[src/rtl/button_state_ctrl_pkg.sv]
// Shared definitions for the push-button front end and the seven-segment display driver.
package button_state_ctrl_pkg;

  typedef logic [2:0] state_code_t;

  // Display state codes; 3'b100..3'b111 are never driven.
  localparam state_code_t ST_ERR  = 3'b000;
  localparam state_code_t ST_OFF  = 3'b001;
  localparam state_code_t ST_ON   = 3'b010;
  localparam state_code_t ST_OPEN = 3'b011;

  localparam int unsigned DEBOUNCE_CYCLES_DEF = 1_000_000;
  localparam int unsigned ERR_HOLD_CYCLES_DEF = 100_000_000;
  localparam int unsigned CNT_W_DEF           = 27;

endpackage

[src/rtl/button_state_ctrl_btn_debounce.sv]
// Two-flop synchroniser, level debouncer and registered rising-edge press pulse for one button.
module btn_debounce import button_state_ctrl_pkg::*; #(
  parameter int unsigned DEBOUNCE_CYCLES = DEBOUNCE_CYCLES_DEF,
  parameter int unsigned CNT_W           = CNT_W_DEF
) (
  input  logic clk,
  input  logic reset,
  input  logic raw,
  output logic level,
  output logic press
);

  localparam logic [CNT_W-1:0] CNT_LAST = CNT_W'(DEBOUNCE_CYCLES - 1);

  logic             sync1_q, sync1_d;
  logic             sync2_q, sync2_d;
  logic             level_q, level_d;
  logic             level_dly_q, level_dly_d;
  logic             press_q, press_d;
  logic [CNT_W-1:0] cnt_q, cnt_d;

  always_ff @(posedge clk) begin
    if (reset) begin
      sync1_q     <= 1'b0;
      sync2_q     <= 1'b0;
      level_q     <= 1'b0;
      level_dly_q <= 1'b0;
      press_q     <= 1'b0;
      cnt_q       <= '0;
    end else begin
      sync1_q     <= sync1_d;
      sync2_q     <= sync2_d;
      level_q     <= level_d;
      level_dly_q <= level_dly_d;
      press_q     <= press_d;
      cnt_q       <= cnt_d;
    end
  end

  // The counter only runs while the synced level disagrees with the accepted level.
  always_comb begin
    sync1_d     = raw;
    sync2_d     = sync1_q;
    level_d     = level_q;
    level_dly_d = level_q;
    press_d     = level_q & ~level_dly_q;
    cnt_d       = '0;
    if (sync2_q != level_q) begin
      if (cnt_q == CNT_LAST) begin
        level_d = sync2_q;
      end else begin
        cnt_d = cnt_q + CNT_W'(1);
      end
    end
  end

  assign level = level_q;
  assign press = press_q;

endmodule

[src/rtl/button_state_ctrl.sv]
// Appliance state machine driven by debounced POWER/DOOR presses; feeds the display driver
// with a 3-bit state code, a one-cycle buzz trigger on ERR entry and an ERR-hold busy flag.
module button_state_ctrl import button_state_ctrl_pkg::*; #(
  parameter int unsigned DEBOUNCE_CYCLES = DEBOUNCE_CYCLES_DEF,
  parameter int unsigned ERR_HOLD_CYCLES = ERR_HOLD_CYCLES_DEF,
  parameter int unsigned CNT_W           = CNT_W_DEF
) (
  input  logic       clk,
  input  logic       reset,
  input  logic       btn_power,
  input  logic       btn_door,
  output logic [2:0] state,
  output logic       buzz,
  output logic       err_busy
);

  localparam logic [CNT_W-1:0] HOLD_LOAD = CNT_W'(ERR_HOLD_CYCLES - 1);

  logic pwr_level, pwr_press;
  logic door_level, door_press;
  logic unused_levels;

  btn_debounce #(.DEBOUNCE_CYCLES(DEBOUNCE_CYCLES), .CNT_W(CNT_W)) u_pwr_db (
    .clk   (clk),
    .reset (reset),
    .raw   (btn_power),
    .level (pwr_level),
    .press (pwr_press)
  );

  btn_debounce #(.DEBOUNCE_CYCLES(DEBOUNCE_CYCLES), .CNT_W(CNT_W)) u_door_db (
    .clk   (clk),
    .reset (reset),
    .raw   (btn_door),
    .level (door_level),
    .press (door_press)
  );

  // Only press pulses drive the FSM; the debounced levels are not consumed here.
  assign unused_levels = pwr_level ^ door_level;

  state_code_t      state_q, state_d;
  logic             buzz_q, buzz_d;
  logic             busy_q, busy_d;
  logic [CNT_W-1:0] hold_q, hold_d;
  logic             pwr, door, err_entry;

  always_ff @(posedge clk) begin
    if (reset) begin
      state_q <= ST_OFF;
      buzz_q  <= 1'b0;
      busy_q  <= 1'b0;
      hold_q  <= '0;
    end else begin
      state_q <= state_d;
      buzz_q  <= buzz_d;
      busy_q  <= busy_d;
      hold_q  <= hold_d;
    end
  end

  // Presses arriving during the ERR hold are dropped before the FSM sees them.
  assign pwr  = pwr_press & ~busy_q;
  assign door = door_press & ~busy_q;

  always_comb begin
    state_d = state_q;
    case (state_q)
      ST_OFF: begin
        if (pwr && door)  state_d = ST_ERR;
        else if (pwr)     state_d = ST_ON;
        else if (door)    state_d = ST_OPEN;
      end
      ST_ON: begin
        if (pwr && door)  state_d = ST_ERR;
        else if (pwr)     state_d = ST_OFF;
        else if (door)    state_d = ST_ERR;
      end
      ST_OPEN: begin
        if (pwr && door)  state_d = ST_ERR;
        else if (door)    state_d = ST_OFF;
        else if (pwr)     state_d = ST_ERR;
      end
      ST_ERR: begin
        if (pwr && !door) state_d = ST_OFF;
      end
      default: state_d = ST_OFF;
    endcase
  end

  // Buzz and hold counter arm only on entry into ERR, never while already there.
  always_comb begin
    err_entry = (state_d == ST_ERR) && (state_q != ST_ERR);
    buzz_d    = err_entry;
    busy_d    = busy_q;
    hold_d    = hold_q;
    if (err_entry) begin
      busy_d = 1'b1;
      hold_d = HOLD_LOAD;
    end else if (busy_q) begin
      if (hold_q == '0) begin
        busy_d = 1'b0;
      end else begin
        hold_d = hold_q - CNT_W'(1);
      end
    end
  end

  assign state    = state_q;
  assign buzz     = buzz_q;
  assign err_busy = busy_q;

endmodule

[config.mk]
export PLATFORM = sky130hd
export DESIGN_NAME = button_state_ctrl
export DESIGN_NICKNAME = d
export VERILOG_FILES = /design/src/rtl/button_state_ctrl_pkg.sv /design/src/rtl/button_state_ctrl_btn_debounce.sv /design/src/rtl/button_state_ctrl.sv
export SDC_FILE = /design/constraint.sdc
export NUM_CORES = 1
export LEC_CHECK = 0
export BUFFER_PORTS_ARGS = -buffer_cell sky130_fd_sc_hd__buf_2
export CORE_MARGIN = 2
export CORE_UTILIZATION = 50
export CTS_CLUSTER_SIZE = 10
export DETAILED_ROUTE_END_ITERATION = 6
export PLACE_DENSITY_LB_ADDON = 0.2
export SETUP_SLACK_MARGIN = 0.4
export SKIP_CTS_REPAIR_TIMING = 1
export SLEW_MARGIN = 25
export SYNTH_ARGS = -nofsm -noshare
export SYNTH_HDL_FRONTEND = slang
export SYNTH_SLANG_ARGS = --single-unit
export TNS_END_PERCENT = 20
[constraint.sdc]
create_clock -name clk -period 3.25 [get_ports clk]
set_input_delay 0.975 -clock clk [delete_from_list [all_inputs] [get_ports clk]]
set_output_delay 0.975 -clock clk [all_outputs]
set_load 0.01 [all_outputs]
# After elaboration in Yosys (flattened, before gate mapping)
# Cells that the tools add are included.
# word_totals
register_bits	96
in_bits	4
out_inout_bits	5
# op_classes
addsub	3
eq_ne	8
muxes	17
n_bitwise	10
reduce_logical	16
# op_table
op	n
2-to-1 mux 27 bit	3
adder 27 x 1 -> 27 bit (second input constant)	2
equality test 27 x 20 -> 1 bit (second input constant)	2
2-to-1 mux 3 bit	10
logical NOT 27 bit	1
subtractor 27 x 1 -> 27 bit (second input constant)	1
case mux 3 bit (4 select lines)	1
AND reduction 2 bit	4
equality test 3 x 2 -> 1 bit (second input constant)	2
logical NOT 3 bit	2
NOT 1 bit	6
OR reduction 3 bit	2
AND 1 bit	4
equality test 3 x 1 -> 1 bit (second input constant)	1
logical AND 1 bit	3
2-to-1 mux 1 bit	3
nonzero test 3 bit	1
inequality test 1 bit	2
inequality test 2 bit (second input constant)	1
nonzero test 2 bit	1
OR reduction 2 bit	1
logical NOT 1 bit	1

# Longest topological paths before layout
# Gate-level depths: netlist of run 1.
# logic_depth
depth_word	10
mapped_depth	8
ltp_nobuf	7

# By module
# Synthesis of run 1 repeated with hierarchy kept, for this count alone.
# unflattened
hier_cells	500
hier_area_um2	4424.2
# by_module_without_submodules
module	instances	cells_per_inst	area_each_um2
btn_debounce	2	156	1403.8
button_state_ctrl	1	188	1616.6

# Worst setup path after synthesis of run 1
# OpenSTA, ideal clock, no wires.
# synth_timing
kind	register to register
startpoint	register hold_q[0]
endpoint	register hold_q[13]
setup_time_ns	0.133
arrival_ns	2.209
required_time_ns	3.117
setup_slack_ns	0.909
path_stages_with_launch	9
n_path_buf	1
synth_period_minus_slack_ns	2.341
path_cell_list	dfxtp_1 inv_1 ha_1 or4b_4 or4_4 o311ai_2 buf_4 xor2_1 a21oi_1
# synth_via
elab_chain_cells	4
# synth_rtl
item	line_no	source
start, declared	button_state_ctrl.sv:45	logic [CNT_W-1:0] hold_q, hold_d;
start signal, assigned	button_state_ctrl.sv:58	hold_q <= hold_d;
subtractor 27 x 1 -> 27 bit	button_state_ctrl.sv:104	hold_d = hold_q - CNT_W'(1);
2-to-1 mux 27 bit	button_state_ctrl.sv:101	if (hold_q == '0) begin
2-to-1 mux 27 bit	button_state_ctrl.sv:100	end else if (busy_q) begin
2-to-1 mux 27 bit	button_state_ctrl.sv:97	if (err_entry) begin
# Parallel ways exist; a longest one is shown, timed or not. The select of a mux whose other input is x is not followed.
# A chain may end at the register's enable or synchronous reset.

# Worst setup path in the final report of run 1
# Same ends and word-level chain as after synthesis.

==> impl_metrics.py, run 1 <==
metrics = {
    "outcome": {
        "outcome": "finished clean",
    },
    "routing": {
        "wl_per_cell_um": 13.28,
        "antenna_left": 0,
        "drtIter0Drc": 95,
        "vias": 3340,
        "drc": 0,
        "via_per_inst": 5.585,
        "dr.pass1.iters": 4,
        "wirelength_um": 7939,
    },
    "cells_and_area": {
        "multi_input_area_um2": 2262,
        "syn_to_final_growth_pct": 7.340,
        "num-fill-cells": 749,
        "layout.nets": 495,
        "diodes": 0,
        "drive_above_1_share_pct": 7.911,
        "seq_area_um2": 1922,
    },
    "setup_path": {
        "worstPathMaxFanout": 13,
        "r2r_slack_ns": 0.70,
        "cp-end-kind": "flop",
        "critPathKind": "flop to flop",
        "r2r_end": "hold_q[13]",
        "worstPathRequired_ns": 3.47,
        "rr_worst_depth": 7,
        "r2r-start": "hold_q[0]",
        "worstPathArrival_ns": 2.77,
        "cp-start-kind": "flop",
    },
    "power_and_ir_drop": {
        "sw_frac_of_total_pct": 23.91,
        "comb_power_share_pct": 1.1,
        "p_per_area_nw_per_um2": 428.4,
        "seqPwrFrac_pct": 59.8,
        "p_switching_w": 0.0004723,
        "leakagePower_nw": 1.466,
        "power.internal_w": 0.001503,
        "vdd_ir_drop_max_v": 0.0002852,
        "clkPwrFrac_pct": 39.1,
    },
    "sta": {
        "skew_ns": 0.01097,
        "min_period_ns": 2.550,
        "rsz0062_at_grt": "false",
        "timing.slew.headroom_pct": 48.56,
        "hold_violations": 0,
        "post-route-period-util_pct": 78.46,
        "worst_pin_slew_ns": 0.7669,
        "max_freq_mhz": 392.1,
        "setup_viol": 0,
        "fin_hold_ws_ns": 0.3871,
        "maxSlewViolCount": 0,
        "tns_ns": 0,
    },
    "synthesis": {
        "ys_seq_elements": 96,
        "synth_cell_type_count": 49,
        "seq_area_frac_synth_pct": 44.74,
        "synth_top_area_share_pct": 44.74,
        "synth_enable_flop_cells": 0,
        "synthSimpleGateAreaFrac_pct": 29.68,
        "synthTopCellsByCount": "96 x dfxtp_1, 78 x nor2_1, 35 x xnor2_1",
        "ys.flop_type": "dfxtp_1",
        "synth_adder_area_share_pct": 0.8739,
        "yosys-top-cells-area": "dfxtp_1 45%, xnor2_1 7.1%, nor2_1 6.8%",
        "async_flop_share_pct": 0,
        "synth_most_common_cell": "dfxtp_1",
        "synth_top_family_by_area": "simple AND/OR/NAND/NOR gates",
        "synth_compound_area_share_pct": 8.477,
        "netlist_instances": 489,
        "yosysTopAreaCell": "dfxtp_1",
        "synth_xor_area_share_pct": 12.85,
        "netlist_area_um2": 4295,
        "post_synth.cell_area_avg_um2": 8.784,
        "synth_mux_area_share_pct": 0.4661,
        "synthesis.nets": 496,
        "yosys_warnings": 0,
    },
    "die": {
        "die_h_um": 96.69,
        "core_um2": 8258,
        "die_x_um": 96.69,
        "num_rows": 33,
        "die_area_um2": 9348,
        "ios": 9,
        "initial_core_util_pct": 52.02,
    },
    "hold_path": {
        "whs_endpoint": "u_pwr_db.press",
        "hold-path-cell-count": 1,
        "min_from": "u_pwr_db.level_dly_q",
        "min_path_type": "flop to flop",
    },
    "grt": {
        "grt_pass1_wl_um": 14100,
        "antenna_found_initial": 0,
        "globalRoute.totalOverflow": 0,
        "grt_max_degree": 35,
        "grt_pass1_vias": 3166,
        "grtUsageTotal_pct": 17.61,
    },
    "place": {
        "io_buffers": 8,
        "place_congestion": 0.7892,
        "hpwl_um": 5301,
    },
    "clocking": {
        "cts_buffers": 9,
        "ctsHtreeMaxLevel": 3,
        "clk_pin_slew_ns": 0.10,
        "cts_num_sinks": 96,
        "clock_path_buffers": 2,
        "clk_latency_ns": 0.36,
        "cts_tree": "built",
        "cts_root_buffer": "clkbuf_8",
    },
    "job": {
        "maxCapViolCount": 0,
    },
}
## metrics by stage
| step | area (um^2) | cells | utilization, % | power (W) | setup WS (ns) |
|---|---|---|---|---|---|
| after floorplan | 4295 | 489 | - | 0.001223 | 0.9087 |
| after global placement | 4402 | 582 | 53.30 | 0.001230 | 0.6086 |
| after detailed placement | 4402 | 582 | 53.30 | 0.001231 | 0.5377 |
| after CTS | 4601 | 598 | 55.71 | 0.002001 | 0.4816 |
| after global routing | 4611 | 598 | 55.83 | 0.002051 | 0.4314 |
| final | 4611 | 598 | 55.83 | 0.001975 | 0.6999 |
## logic make-up after synthesis
kind of cell / Yosys count
XOR/XNOR: 63
AND/OR/NAND/NOR: 239
multiplexers: 2
buffers and inverters: 31
adder cells (fa/ha/maj): 3
other: 1
flip-flops: 96
AO/OA/AOI/OAI: 54
## cell type report
cell class	instances	share of cell area, %
inverters	7	0.5699
repair buffers	12	1.520
well taps	105	2.849
flip-flops and latches	96	41.68
clock inverters	6	1.330
clock buffers	10	2.985
multi-input cells	362	49.06
## cell usage in the layout, fill, tap and decap left out, drive strengths merged, types with 8 or more instances in the layout
cell and count:
clkbuf 10, nor2 78, o31ai 9, nand4 17, nor4 15, buf 12, and4 11, xnor2 35
nand2 19, inv 10, a21oi 16, xor2 28, and3 10, or4 11, nand3 22, nor3 23
or3 10, nor2b 8, dfxtp 96
## how the worst max path moves through the flow
stage,from,endpoint,cells after the start
2_1_floorplan,hold_q[0],hold_q[13],8
3_3_place_gp,hold_q[0],hold_q[21],7
3_5_place_dp,hold_q[0],hold_q[21],7
4_1_cts,hold_q[0],hold_q[23],7
5_1_grt,hold_q[18],hold_q[7],5
6_report,hold_q[0],hold_q[13],7
## power by group through the flow
stage / registers, W / clock network, W / logic (W)
finish: 0.00118 / 0.000773 / 0.0000209
global route: 0.00118 / 0.000845 / 0.0000238
CTS: 0.00118 / 0.000798 / 0.0000214
detailed placement: 0.00121 / 0 / 0.0000214
global placement: 0.00121 / 0 / 0.0000214
floorplan: 0.00121 / 0 / 0.0000145
## flip-flops by register name, indices dropped and copies added, names as in the netlist
name                   flops
hold_q                    27
u_door_db.cnt_q           27
u_pwr_db.cnt_q            27
state                      3
buzz                       1
err_busy                   1
u_door_db.level            1
u_door_db.level_dly_q      1
u_door_db.press            1
u_door_db.sync1_q          1
u_door_db.sync2_q          1
u_pwr_db.level             1
u_pwr_db.level_dly_q       1
u_pwr_db.press             1
u_pwr_db.sync1_q           1
u_pwr_db.sync2_q           1
## critical path, cell delays in order (launching register included)
cell,delay (ns)
dfxtp_1,0.36
inv_1,0.06
ha_1,0.18
or4b_4,0.50
or4_4,0.48
o311ai_4,0.55
xor2_1,0.20
a21oi_1,0.08
## per-layer routing
| layer | share of wire, % | GRT usage (%) | up-vias |
|---|---|---|---|
| met1 | 51 | 24.00 | 1556 |
| met4 | 0.86 | 4.875 | 0 |
| met2 | 45 | 28.10 | 38 |
| met5 | 0 | 0 | - |
| met3 | 3.4 | 4.118 | 4 |
| li1 | - | - | 1742 |
Note: power is estimated with default switching activity, not from simulation.
==> run 2, diff against run 1 <==
- clock period: 3.25 -> 2.1 ns (I/O delays scaled with it)
==> impl_metrics.py, run 2 (synthesis gave the netlist of run 1 again) <==
metrics = {
    "setup_path": {
        "crit_buf_inv": 2,
        "cp-end-kind": "flop",
        "worstPathArrival_ns": 2.53,
        "path_cells": "inv_2 > ha_4 > or4b_4 > or4_4 > o311ai_4 > buf_6 > o31ai_1 > a31oi_1",
        "critPathKind": "flop to flop",
        "path_delay_family": "simple AND/OR/NAND/NOR gates",
        "cpPeakStageDelay_ns": 0.49,
        "worstPathMaxFanout": 12,
        "worstPathRequired_ns": 2.38,
        "slowest_stage": "or4_4",
        "cp-start-kind": "flop",
    },
    "die": {
        "num_rows": 33,
        "die_h_um": 96.69,
        "initial_core_util_pct": 52.02,
        "ios": 9,
        "die_x_um": 96.69,
        "die_area_um2": 9348,
        "core_um2": 8258,
    },
    "routing": {
        "wl_per_cell_um": 13.18,
        "wirelength_um": 8331,
        "dr.pass1.iters": 4,
        "drtIter0Drc": 106,
        "antenna_left": 0,
        "drc": 0,
        "via_per_inst": 5.500,
        "vias": 3476,
    },
    "cells_and_area": {
        "drive_above_1_share_pct": 16.70,
        "mostFrequentLayoutCells": "95 x dfxtp_1, 78 x nor2_1, 35 x xnor2_1, 35 x buf_4, 28 x xor2_1",
        "layout.nets": 529,
        "syn_to_final_growth_pct": 18.67,
        "stdcell_count": 632,
        "top_regs": "hold_q (27), u_door_db.cnt_q (27), u_pwr_db.cnt_q (27)",
        "diodes": 0,
        "final_common_cell": "dfxtp_1",
    },
    "sta": {
        "max_freq_mhz": 445.5,
        "setup_slack_ns": -0.1447,
        "hold_violations": 0,
        "rsz0062_at_grt": "true",
        "setup_viol": 18,
        "min_period_ns": 2.245,
        "post-route-period-util_pct": 106.9,
        "maxSlewViolCount": 0,
        "skew_ns": 0.01121,
    },
    "clocking": {
        "cts_buffers": 9,
        "ctsHtreeMaxLevel": 3,
        "clock_path_buffers": 2,
        "cts_tree": "built",
        "clk_latency_ns": 0.36,
        "clk_pin_slew_ns": 0.09,
        "cts_num_sinks": 96,
        "cts_root_buffer": "clkbuf_8",
    },
    "power_and_ir_drop": {
        "p_per_area_nw_per_um2": 694.8,
        "leakagePower_nw": 1.722,
        "finalPower_w": 0.003542,
        "vdd_ir_drop_max_v": 0.0005153,
    },
    "outcome": {
        "violations": "negative setup slack",
        "outcome": "finished with violations",
    },
    "place": {
        "hpwl_um": 5760,
        "dp_cells": 615,
        "place_congestion": 0.8394,
        "io_buffers": 8,
    },
    "grt": {
        "grtUsageTotal_pct": 17.88,
        "antenna_found_initial": 0,
        "globalRoute.totalOverflow": 0,
        "grt_max_degree": 28,
        "grt_pass1_wl_um": 14150,
        "grt_pass1_vias": 3159,
    },
    "hold_path": {
        "min_path_type": "flop to flop",
    },
    "job": {
        "maxCapViolCount": 0,
    },
}
==> run 2: path summary, 6_finish.rpt <==
check | startpoint | endpoint | slack [ns] | cells after the start
max | hold_q[0] | hold_q[23] | -0.14 | 8
min | u_pwr_db.level_dly_q | u_pwr_db.press | 0.41 | 1
max reg2reg | hold_q[0] | hold_q[23] | -0.14 | 8
min reg2reg | u_pwr_db.level_dly_q | u_pwr_db.press | 0.41 | 1
==> run 2: final cells by class <==
class / count / area (um^2)
Clock buffer: 9 / 123.9
Fill cell: 703 / 3161
Multi-Input combinational cell: 362 / 2372
Sequential cell: 96 / 1923
Inverter: 7 / 26.28
Clock inverter: 7 / 166.4
Timing Repair Buffer: 46 / 354.1
Tap cell: 105 / 131.4
==> run 2: power by group <==
group	internal, W	leakage [nW]	switching (W)
logic	0.0000140	0.807	0.0000255
registers	0.00182	0.775	0.00000414
clock network	0.00104	0.140	0.000639
total	0.00287	1.72	0.000668
==> run 2: per-layer routing <==
layer  share of wire, %  GRT usage, %  up-vias
met5                  0             0        -
met4               0.66         3.900        0
met3                3.3         5.058        7
met2                 47         29.49       44
met1                 49         23.45     1615
li1                   -             -     1810
==> run 2: metrics by stage <==
| step | hold slack, ns | instance area (um^2) | worst slack (ns) | utilization [%] | setup TNS, ns |
|---|---|---|---|---|---|
| final | 0.4060 | 5097 | -0.1447 | 61.73 | -2.063 |
| after global placement | 0.3874 | 4703 | -0.1073 | 56.95 | -1.405 |
| after global routing | 0.4260 | 5097 | -0.2287 | 61.73 | -3.504 |
| after CTS | 0.4009 | 4994 | -0.1662 | 60.47 | -2.497 |
| after floorplan | 0.3674 | 4328 | -0.1425 | - | -1.141 |
| after detailed placement | 0.3876 | 4703 | -0.1550 | 56.95 | -2.023 |
